## src/rtl/instr_fetch_if.sv

```systemverilog
// Fetch-stage bus: instruction-memory handshake plus the decoded-instruction
// hand-off to the control FSM. "master" is the fetch stage, "slave" is its environment.
interface instr_fetch_if;
  // Instruction memory request/acknowledge
  logic        imem_req;
  logic [31:0] imem_addr;
  logic        imem_ack;
  logic [31:0] imem_rdata;

  // Hand-off to the control FSM
  logic        instr_valid;
  logic        next_ready;
  logic        pc_load;
  logic [31:0] pc_target;

  // Decoded MIPS fields of the instruction register
  logic [5:0]  upcode;
  logic [4:0]  rs;
  logic [4:0]  rt;
  logic [4:0]  rd;
  logic [4:0]  shamt;
  logic [5:0]  func;
  logic [15:0] imm;

  logic [31:0] pc;
  logic [31:0] pc_plus4;

  // Status pulses
  logic        align_err;
  logic        fetch_timeout;

  modport master (
    output imem_req, imem_addr,
    input  imem_ack, imem_rdata,
    output instr_valid,
    input  next_ready, pc_load, pc_target,
    output upcode, rs, rt, rd, shamt, func, imm,
    output pc, pc_plus4,
    output align_err, fetch_timeout
  );

  modport slave (
    input  imem_req, imem_addr,
    output imem_ack, imem_rdata,
    input  instr_valid,
    output next_ready, pc_load, pc_target,
    input  upcode, rs, rt, rd, shamt, func, imm,
    input  pc, pc_plus4,
    input  align_err, fetch_timeout
  );
endinterface

```

## src/rtl/instr_fetch.sv

```systemverilog
// Instruction fetch stage: PC register, req/ack fetch with timeout/retry, instruction
// register and field decode held until the control FSM accepts.
module instr_fetch #(
  parameter logic [31:0] RESET_PC = 32'h0000_0000,
  parameter int unsigned TIMEOUT  = 16
) (
  input logic           clk,
  input logic           rst,
  instr_fetch_if.master bus
);

  typedef enum logic [1:0] {
    StIdle,
    StReq,
    StRetry,
    StHold
  } state_e;

  localparam logic [7:0] CntLast = 8'(TIMEOUT - 1);

  state_e      state_q;
  logic [31:0] pc_q;
  logic [31:0] ir_q;
  logic [7:0]  cnt_q;
  logic        req_q;
  logic        valid_q;
  logic        align_err_q;
  logic        timeout_q;

  always_ff @(posedge clk) begin
    if (rst) begin
      state_q     <= StIdle;
      pc_q        <= RESET_PC;
      ir_q        <= 32'h0;
      cnt_q       <= 8'h0;
      req_q       <= 1'b0;
      valid_q     <= 1'b0;
      align_err_q <= 1'b0;
      timeout_q   <= 1'b0;
    end else begin
      align_err_q <= 1'b0;
      timeout_q   <= 1'b0;
      case (state_q)
        StIdle: begin
          req_q   <= 1'b1;
          state_q <= StReq;
        end
        StReq: begin
          if (bus.imem_ack) begin
            ir_q    <= bus.imem_rdata;
            cnt_q   <= 8'h0;
            req_q   <= 1'b0;
            valid_q <= 1'b1;
            state_q <= StHold;
          end else if (cnt_q == CntLast) begin
            cnt_q     <= 8'h0;
            req_q     <= 1'b0;
            timeout_q <= 1'b1;
            state_q   <= StRetry;
          end else begin
            cnt_q <= cnt_q + 8'h1;
          end
        end
        StRetry: begin
          cnt_q   <= 8'h0;
          req_q   <= 1'b1;
          state_q <= StReq;
        end
        StHold: begin
          if (bus.next_ready) begin
            valid_q <= 1'b0;
            req_q   <= 1'b1;
            state_q <= StReq;
            // Redirect targets are forced word-aligned; a misaligned one is flagged.
            if (bus.pc_load) begin
              pc_q        <= {bus.pc_target[31:2], 2'b00};
              align_err_q <= |bus.pc_target[1:0];
            end else begin
              pc_q <= pc_q + 32'd4;
            end
          end
        end
        default: begin
          req_q   <= 1'b0;
          valid_q <= 1'b0;
          state_q <= StIdle;
        end
      endcase
    end
  end

  assign bus.imem_req      = req_q;
  assign bus.imem_addr     = pc_q;
  assign bus.instr_valid   = valid_q;
  assign bus.align_err     = align_err_q;
  assign bus.fetch_timeout = timeout_q;

  assign bus.upcode   = ir_q[31:26];
  assign bus.rs       = ir_q[25:21];
  assign bus.rt       = ir_q[20:16];
  assign bus.rd       = ir_q[15:11];
  assign bus.shamt    = ir_q[10:6];
  assign bus.func     = ir_q[5:0];
  assign bus.imm      = ir_q[15:0];
  assign bus.pc       = pc_q;
  assign bus.pc_plus4 = pc_q + 32'd4;

  a_req_valid_excl: assert property (@(posedge clk) disable iff (rst) !(req_q && valid_q));
  a_pc_aligned:     assert property (@(posedge clk) disable iff (rst) pc_q[1:0] == 2'b00);

endmodule

```

## src/flat_wrapper.sv

```systemverilog
// flat-port wrapper written by rule: the top's interface ports become plain ports
module instr_fetch_flat 
#(
  parameter logic [31:0] RESET_PC = 32'h0000_0000,
  parameter int unsigned TIMEOUT  = 16
)
  (clk, rst, bus_imem_req, bus_imem_addr, bus_imem_ack, bus_imem_rdata, bus_instr_valid, bus_next_ready, bus_pc_load, bus_pc_target, bus_upcode, bus_rs, bus_rt, bus_rd, bus_shamt, bus_func, bus_imm, bus_pc, bus_pc_plus4, bus_align_err, bus_fetch_timeout);
  instr_fetch_if bus_i ();
  input logic clk;
  input logic rst;
  output wire logic [$bits(bus_i.imem_req)-1:0] bus_imem_req;
  output wire logic [$bits(bus_i.imem_addr)-1:0] bus_imem_addr;
  input wire logic [$bits(bus_i.imem_ack)-1:0] bus_imem_ack;
  input wire logic [$bits(bus_i.imem_rdata)-1:0] bus_imem_rdata;
  output wire logic [$bits(bus_i.instr_valid)-1:0] bus_instr_valid;
  input wire logic [$bits(bus_i.next_ready)-1:0] bus_next_ready;
  input wire logic [$bits(bus_i.pc_load)-1:0] bus_pc_load;
  input wire logic [$bits(bus_i.pc_target)-1:0] bus_pc_target;
  output wire logic [$bits(bus_i.upcode)-1:0] bus_upcode;
  output wire logic [$bits(bus_i.rs)-1:0] bus_rs;
  output wire logic [$bits(bus_i.rt)-1:0] bus_rt;
  output wire logic [$bits(bus_i.rd)-1:0] bus_rd;
  output wire logic [$bits(bus_i.shamt)-1:0] bus_shamt;
  output wire logic [$bits(bus_i.func)-1:0] bus_func;
  output wire logic [$bits(bus_i.imm)-1:0] bus_imm;
  output wire logic [$bits(bus_i.pc)-1:0] bus_pc;
  output wire logic [$bits(bus_i.pc_plus4)-1:0] bus_pc_plus4;
  output wire logic [$bits(bus_i.align_err)-1:0] bus_align_err;
  output wire logic [$bits(bus_i.fetch_timeout)-1:0] bus_fetch_timeout;
  assign bus_imem_req = bus_i.imem_req;
  assign bus_imem_addr = bus_i.imem_addr;
  assign bus_i.imem_ack = bus_imem_ack;
  assign bus_i.imem_rdata = bus_imem_rdata;
  assign bus_instr_valid = bus_i.instr_valid;
  assign bus_i.next_ready = bus_next_ready;
  assign bus_i.pc_load = bus_pc_load;
  assign bus_i.pc_target = bus_pc_target;
  assign bus_upcode = bus_i.upcode;
  assign bus_rs = bus_i.rs;
  assign bus_rt = bus_i.rt;
  assign bus_rd = bus_i.rd;
  assign bus_shamt = bus_i.shamt;
  assign bus_func = bus_i.func;
  assign bus_imm = bus_i.imm;
  assign bus_pc = bus_i.pc;
  assign bus_pc_plus4 = bus_i.pc_plus4;
  assign bus_align_err = bus_i.align_err;
  assign bus_fetch_timeout = bus_i.fetch_timeout;
  instr_fetch #(.RESET_PC(RESET_PC), .TIMEOUT(TIMEOUT)) u_core (.clk(clk), .rst(rst), .bus(bus_i));
endmodule
```

## config.mk

```make
export PLATFORM = sky130hd
export DESIGN_NAME = instr_fetch_flat
export DESIGN_NICKNAME = d
export VERILOG_FILES = /design/src/rtl/instr_fetch_if.sv /design/src/rtl/instr_fetch.sv /design/src/flat_wrapper.sv
export SDC_FILE = /design/constraint.sdc
export NUM_CORES = 1
export LEC_CHECK = 0
export CORE_MARGIN = 2
export CORE_UTILIZATION = 44
export CTS_BUF_LIST = sky130_fd_sc_hd__clkbuf_16
export CTS_CLUSTER_SIZE = 8
export DETAILED_ROUTE_END_ITERATION = 7
export HOLD_SLACK_MARGIN = 0.1
export PLACE_DENSITY_LB_ADDON = 0.05
export SLEW_MARGIN = 20
export SYNTH_ARGS = -nofsm -noshare
export SYNTH_HDL_FRONTEND = slang
export SYNTH_SLANG_ARGS = --single-unit
```

## constraint.sdc

```tcl
create_clock -name clk -period 6.1 [get_ports clk]
set_clock_uncertainty 0.15 [all_clocks]
set_input_delay 1.22 -clock clk [delete_from_list [all_inputs] [get_ports clk]]
set_output_delay 1.22 -clock clk [all_outputs]
set_load 0.01 [all_outputs]
```

After elaboration in Yosys (flattened, before gate mapping)
Index checks and enable logic that the tools add are counted.
{"block": "word_totals", "reg_bits": 78, "inputBits": 69, "out_inout_bits": 148}
{"block": "classes", "addsub": 2, "eq_ne": 7, "mux": 16, "n_bitwise": 4, "n_reduce_logical": 11}
{"op": "adder 32 x 3 -> 32 bit (second input constant)", "n": 1}
{"op": "2-to-1 mux 32 bit", "n": 1}
{"op": "2-to-1 mux 8 bit", "n": 2}
{"op": "one-hot mux 8 bit (2 select lines)", "n": 1}
{"op": "adder 8 x 1 -> 8 bit (second input constant)", "n": 1}
{"op": "== test 8 x 4 -> 1 bit (second input constant)", "n": 1}
{"op": "2-to-1 mux 1 bit", "n": 6}
{"op": "2-to-1 mux 2 bit", "n": 3}
{"op": "one-hot mux 2 bit (3 select lines)", "n": 1}
{"op": "AND reduction 2 bit", "n": 3}
{"op": "== test 2 bit (second input constant)", "n": 2}
{"op": "inequality test 2 bit (second input constant)", "n": 2}
{"op": "NOT 1 bit", "n": 4}
{"op": "nonzero test 2 bit", "n": 2}
{"op": "OR reduction 2 bit", "n": 2}
{"op": "OR reduction 4 bit", "n": 1}
{"op": "inequality test 3 x 2 -> 1 bit (second input constant)", "n": 1}
{"op": "one-hot mux 1 bit (3 select lines)", "n": 1}
{"op": "AND reduction 3 bit", "n": 1}
{"op": "OR reduction 3 bit", "n": 1}
{"op": "== test 2 x 1 -> 1 bit (second input constant)", "n": 1}
{"op": "zero test 2 bit", "n": 1}
{"op": "one-hot mux 1 bit (2 select lines)", "n": 1}

Logic depth before layout (Yosys ltp)
{"block": "depth", "ltp_word": 4, "depth_mapped": 7}

Worst setup path after synthesis
No wires, ideal clock.
{"block": "synth_timing", "kind": "reg2out", "from": "register u_core.pc_q[2] (netlist: u_core.bus.imem_addr[2])", "to": "output port bus_pc_plus4[28]", "t_arrival_ns": 1.922, "setup_slack_ns": 2.808, "path_stages_with_launch": 7, "n_path_buf": 1, "path_cell_list": "dfxtp_1 ha_1 clkbuf_1 nand2_1 nor4_2 nand3_1 xnor2_1"}
{"block": "synth_via", "elab_chain_cells": 1}
{"element": "start: declaration", "line": "instr_fetch.sv:22", "source": "logic [31:0] pc_q;"}
{"element": "start signal: assignment", "line": "instr_fetch.sv:76", "source": "pc_q <= {bus.pc_target[31:2], 2'b00};"}
{"element": "start signal: assignment", "line": "instr_fetch.sv:79", "source": "pc_q <= pc_q + 32'd4;"}
{"element": "adder 32 x 3 -> 32 bit", "line": "instr_fetch.sv:106", "source": "assign bus.pc_plus4 = pc_q + 32'd4;"}
{"element": "end: declaration", "line": "flat_wrapper.sv:27", "source": "output wire logic [$bits(bus_i.pc_plus4)-1:0] bus_pc_plus4;"}
Every way passes these cells.

Worst setup path after layout
Same ends and word-level chain as after synthesis.

==> results.yml <==
global_routing:
  via_count_of_the_first_global_routing_pass: 4119
  grt_start_max_net_pins: 70
  grt_pass1_wl_mm: 21.2
  global_route.overflow_total: 0
  number_of_antenna_violations_at_the_first_check_in_global_routing: 0
  total_routing_resource_utilization_after_global_routing_pct: 23.9
clock_network:
  postCtsResizedCells: 0
  cts_tree: "yes"
  clk_pin_slew_ns: 0.06
  clock_insertion_delay_worst_skew_ns: 0.33
  htreeDepth: 3
  cts.path.max_buffers: 2
  ctsRootBufferMaster: "sky130_fd_sc_hd__clkbuf_16"
  cts_buffers: 9
  clock_sinks: 76
  cts-hold-fix-buffers: 0
  postCtsSetupBuffers: 0
critical_path:
  timing.critical_path.depth: 6
  cp-start-kind: "flip-flop"
  cp_data_required_time_ns: 4.73
  r2r-end: "u_core.bus.imem_addr[31]$_SDFFE_PP0N_"
  critPathMaxStageDelay_ns: 0.81
  arrival_ns: 3.16
  worst-path-max-fanout: 8
  reg2reg_depth: 5
  endpoint_type_of_the_worst_setup_path: "primary output"
  slowest_stage_cell_cp: "sky130_fd_sc_hd__nor4_2"
  r2r_start: "u_core.bus.imem_addr[4]$_SDFFE_PP0N_"
  crit_chain: "ha_1 -> nand2_1 -> nor4_2 -> nand3_1 -> xnor2_1 -> clkdlybuf4s50_1"
  worst_path_buf_inv: 1
  kind_of_cell_adding_the_most_delay_to_the_critical_path: "simple AND/OR/NAND/NOR gates"
  setup.reg_to_reg.worst_slack_ns: 3.35
  critical_path_class: "reg2out"
yosys:
  synth.yosys.seq_area_share_pct: 34.7
  per_instance_average_area_after_synthesis_um2: 7.69
  async_reset_ff_share_pct: 0
  synth.cell_area_um2: 4380
  synthesis.yosys.warnings: 0
  ys_types: 52
  synth-edff-count: 0
  dominantRegCellSynth: "sky130_fd_sc_hd__dfxtp_1"
  synth-seq-cells: 76
  synth_cells: 570
die:
  core-area_um2: 9730
  die_width_um: 104
  boundaryPins: 217
  core.rowCount: 36
  start_util_pct: 45.1
  die-height_um: 104
  die-area_um2: 10800
route:
  drcViolationCount: 0
  drt_wl_total_mm: 13.4
  detail-route-antenna-nets: 0
  drt_first_iter_violations: 204
  vias_per_cell: 5.28
  wire_per_inst_um: 15.9
  route.vias.total: 4456
  drt-pass1-iter-count: 5
timing:
  fin_crit_ns: 4.53
  setup-tns-final_ns: 0
  timing_hold_violations_final: 0
  fmax_mhz: 221
  min_period_over_period_pct: 74.2
  setup_viol: 0
  worst-slew-pin-transition_ns: 1.08
  unrepaired_setup_endpoints_after_global_routing: "no"
  timing.max_slew.rel_slack_pct: 28.0
  finalMaxSlewViolations: 0
final_layout:
  n_fill_cell: 878
  area.sequential_um2: 1520
  final_common_cell: "sky130_fd_sc_hd__clkdlybuf4s50_1"
  final_cell_mix: "sky130_fd_sc_hd__clkdlybuf4s50_1 (208), sky130_fd_sc_hd__nand2_1 (88), sky130_fd_sc_hd__dfxtp_1 (76)"
  num-nets-final: 782
  final_layout_size_suffix_gt1_share_pct: 3.80
  finish.utilization_pct: 66.3
  multiInputGateArea_um2: 2300
  syn_to_final_growth_pct: 47.2
  antenna_cells: 0
power:
  power.switching_fraction_pct: 24.7
  pwr-share-comb_pct: 15.9
  vdd.ir_drop.worst_mv: 0.181
  power_frac_clock_pct: 43.2
  static-leakage-power_nw: 2.27
  p_switching_uw: 324
  cell_internal_pwr_uw: 987
  power_density_nw_per_um2: 203
  p_seq_share_pct: 40.9
flow_run:
  max_cap_violations: 0
hold_path:
  hold_class: "reg2reg"
  whs_path_depth: 2
  min_to: "u_core.ir_q[20]$_SDFFE_PP0P_"
  min-delay-start: "u_core.ir_q[20]$_SDFFE_PP0P_"
placed_design:
  port_buffers: 210
  routabilityCongestion: 0.792
  dp.final_hpwl_mm: 9.47
run_status:
  status: "complete, no violations"
## metrics by stage
step           total power, mW  hold WS, ns  setup WS, ns  instance area, um2  cells
5_1_grt                   1.36        0.314          1.39                6450    844
3_3_place_gp             0.751        0.292          2.08                6140    829
3_5_place_dp             0.755        0.296          1.97                6140    829
4_1_cts                   1.32        0.304          1.60                6450    844
6_report                  1.31        0.303          1.57                6450    844
2_1_floorplan            0.649        0.304          2.81                4400    575
## Yosys cell counts, types with 3 or more instances
master                     instances  area (um2)
sky130_fd_sc_hd__a211oi_1          4        30.0
sky130_fd_sc_hd__a32o_1            3        30.0
sky130_fd_sc_hd__and3_1           11        68.8
sky130_fd_sc_hd__buf_2             5        25.0
sky130_fd_sc_hd__a21oi_1          55         275
sky130_fd_sc_hd__a22o_1            3        26.3
sky130_fd_sc_hd__buf_4            52         390
sky130_fd_sc_hd__a31oi_1          10        62.6
sky130_fd_sc_hd__nand2b_1          4        25.0
sky130_fd_sc_hd__nor3_1           13        65.1
sky130_fd_sc_hd__o21ai_0          19        95.1
sky130_fd_sc_hd__nor4_1            5        31.3
sky130_fd_sc_hd__nand4_1          14        87.6
sky130_fd_sc_hd__nor2_1           38         143
sky130_fd_sc_hd__clkbuf_1         33         124
sky130_fd_sc_hd__nand3_1          27         135
sky130_fd_sc_hd__nand3b_1          3        22.5
sky130_fd_sc_hd__nand2_1          88         330
sky130_fd_sc_hd__and4_1            4        35.0
sky130_fd_sc_hd__ha_1              6        75.1
sky130_fd_sc_hd__o211ai_1          4        30.0
sky130_fd_sc_hd__mux2i_1           7        70.1
sky130_fd_sc_hd__dfxtp_1          76        1520
sky130_fd_sc_hd__a21o_1            3        22.5
sky130_fd_sc_hd__xor2_1           11        96.3
sky130_fd_sc_hd__xnor2_1          23         201
sky130_fd_sc_hd__inv_1            10        37.5
sky130_fd_sc_hd__nor2b_1           3        18.8
## area by class of cell
type,instances,share of cell area [%]
clock buffer,9,3.49
sequential,76,23.6
inverter,11,0.640
multi-input combinational,396,35.6
timing repair buffer,213,32.8
clock inverter,6,1.40
tap,133,2.58
## metal layers
layer,track usage (%),part of all wire [%],vias to the layer above
li1,-,-,2203
met1,30.3,44,2071
met2,40.5,49,170
met3,5.29,6.4,12
met4,6.95,1.1,0
met5,0,0,-
## flip-flops by register name, indices dropped and copies added (netlist names)
| register | flops |
|---|---|
| u_core.cnt_q | 8 |
| u_core.bus.align_err | 1 |
| u_core.bus.instr_valid | 1 |
| u_core.bus.imem_addr | 30 |
| u_core.bus.fetch_timeout | 1 |
| u_core.bus.imem_req | 1 |
| u_core.ir_q | 32 |
| u_core.state_q | 2 |
## worst min-delay path: cells and delay by family, from the launching register on
| kind | cells | cell delay [ns] |
|---|---|---|
| DFF | 1 | 0.30 |
| AOI/OAI and AO/OA | 1 | 0.05 |
| and+or+nand+nor | 1 | 0.05 |
## worst max-delay path by stage
stage                                         start               end  slack [ns]
2_1_floorplan  u_core.bus.imem_addr[2]$_SDFFE_PP0N_  bus_pc_plus4[28]        2.81
3_3_place_gp   u_core.bus.imem_addr[2]$_SDFFE_PP0N_  bus_pc_plus4[30]        2.08
3_5_place_dp   u_core.bus.imem_addr[2]$_SDFFE_PP0N_  bus_pc_plus4[28]        1.97
4_1_cts        u_core.bus.imem_addr[2]$_SDFFE_PP0N_  bus_pc_plus4[28]        1.60
5_1_grt        u_core.bus.imem_addr[2]$_SDFFE_PP0N_  bus_pc_plus4[28]        1.39
6_report       u_core.bus.imem_addr[2]$_SDFFE_PP0N_  bus_pc_plus4[28]        1.57
## kinds of logic (layout without fill, tap and decap cells)
logic type      count (synthesis)  count (layout)  synth area share (%)
xor+xnor                       34              34                  6.79
fa+ha+maj                       6               6                  1.71
compound gates                118             118                  16.2
other cells                     1               6                0.0855
simple gates                  225             225                  25.5
mux                             7               7                  1.60
flops                          76              76                  34.7
buf+inv                       103             239                  13.4
## power groups by stage
stage,clock network (mW),registers [mW],logic (mW)
2_1_floorplan,0,0.550,0.0986
3_3_place_gp,0,0.545,0.206
3_5_place_dp,0,0.547,0.208
4_1_cts,0.577,0.536,0.210
5_1_grt,0.598,0.538,0.226
6_report,0.567,0.536,0.208
Note: power is estimated with default switching activity, not from simulation.
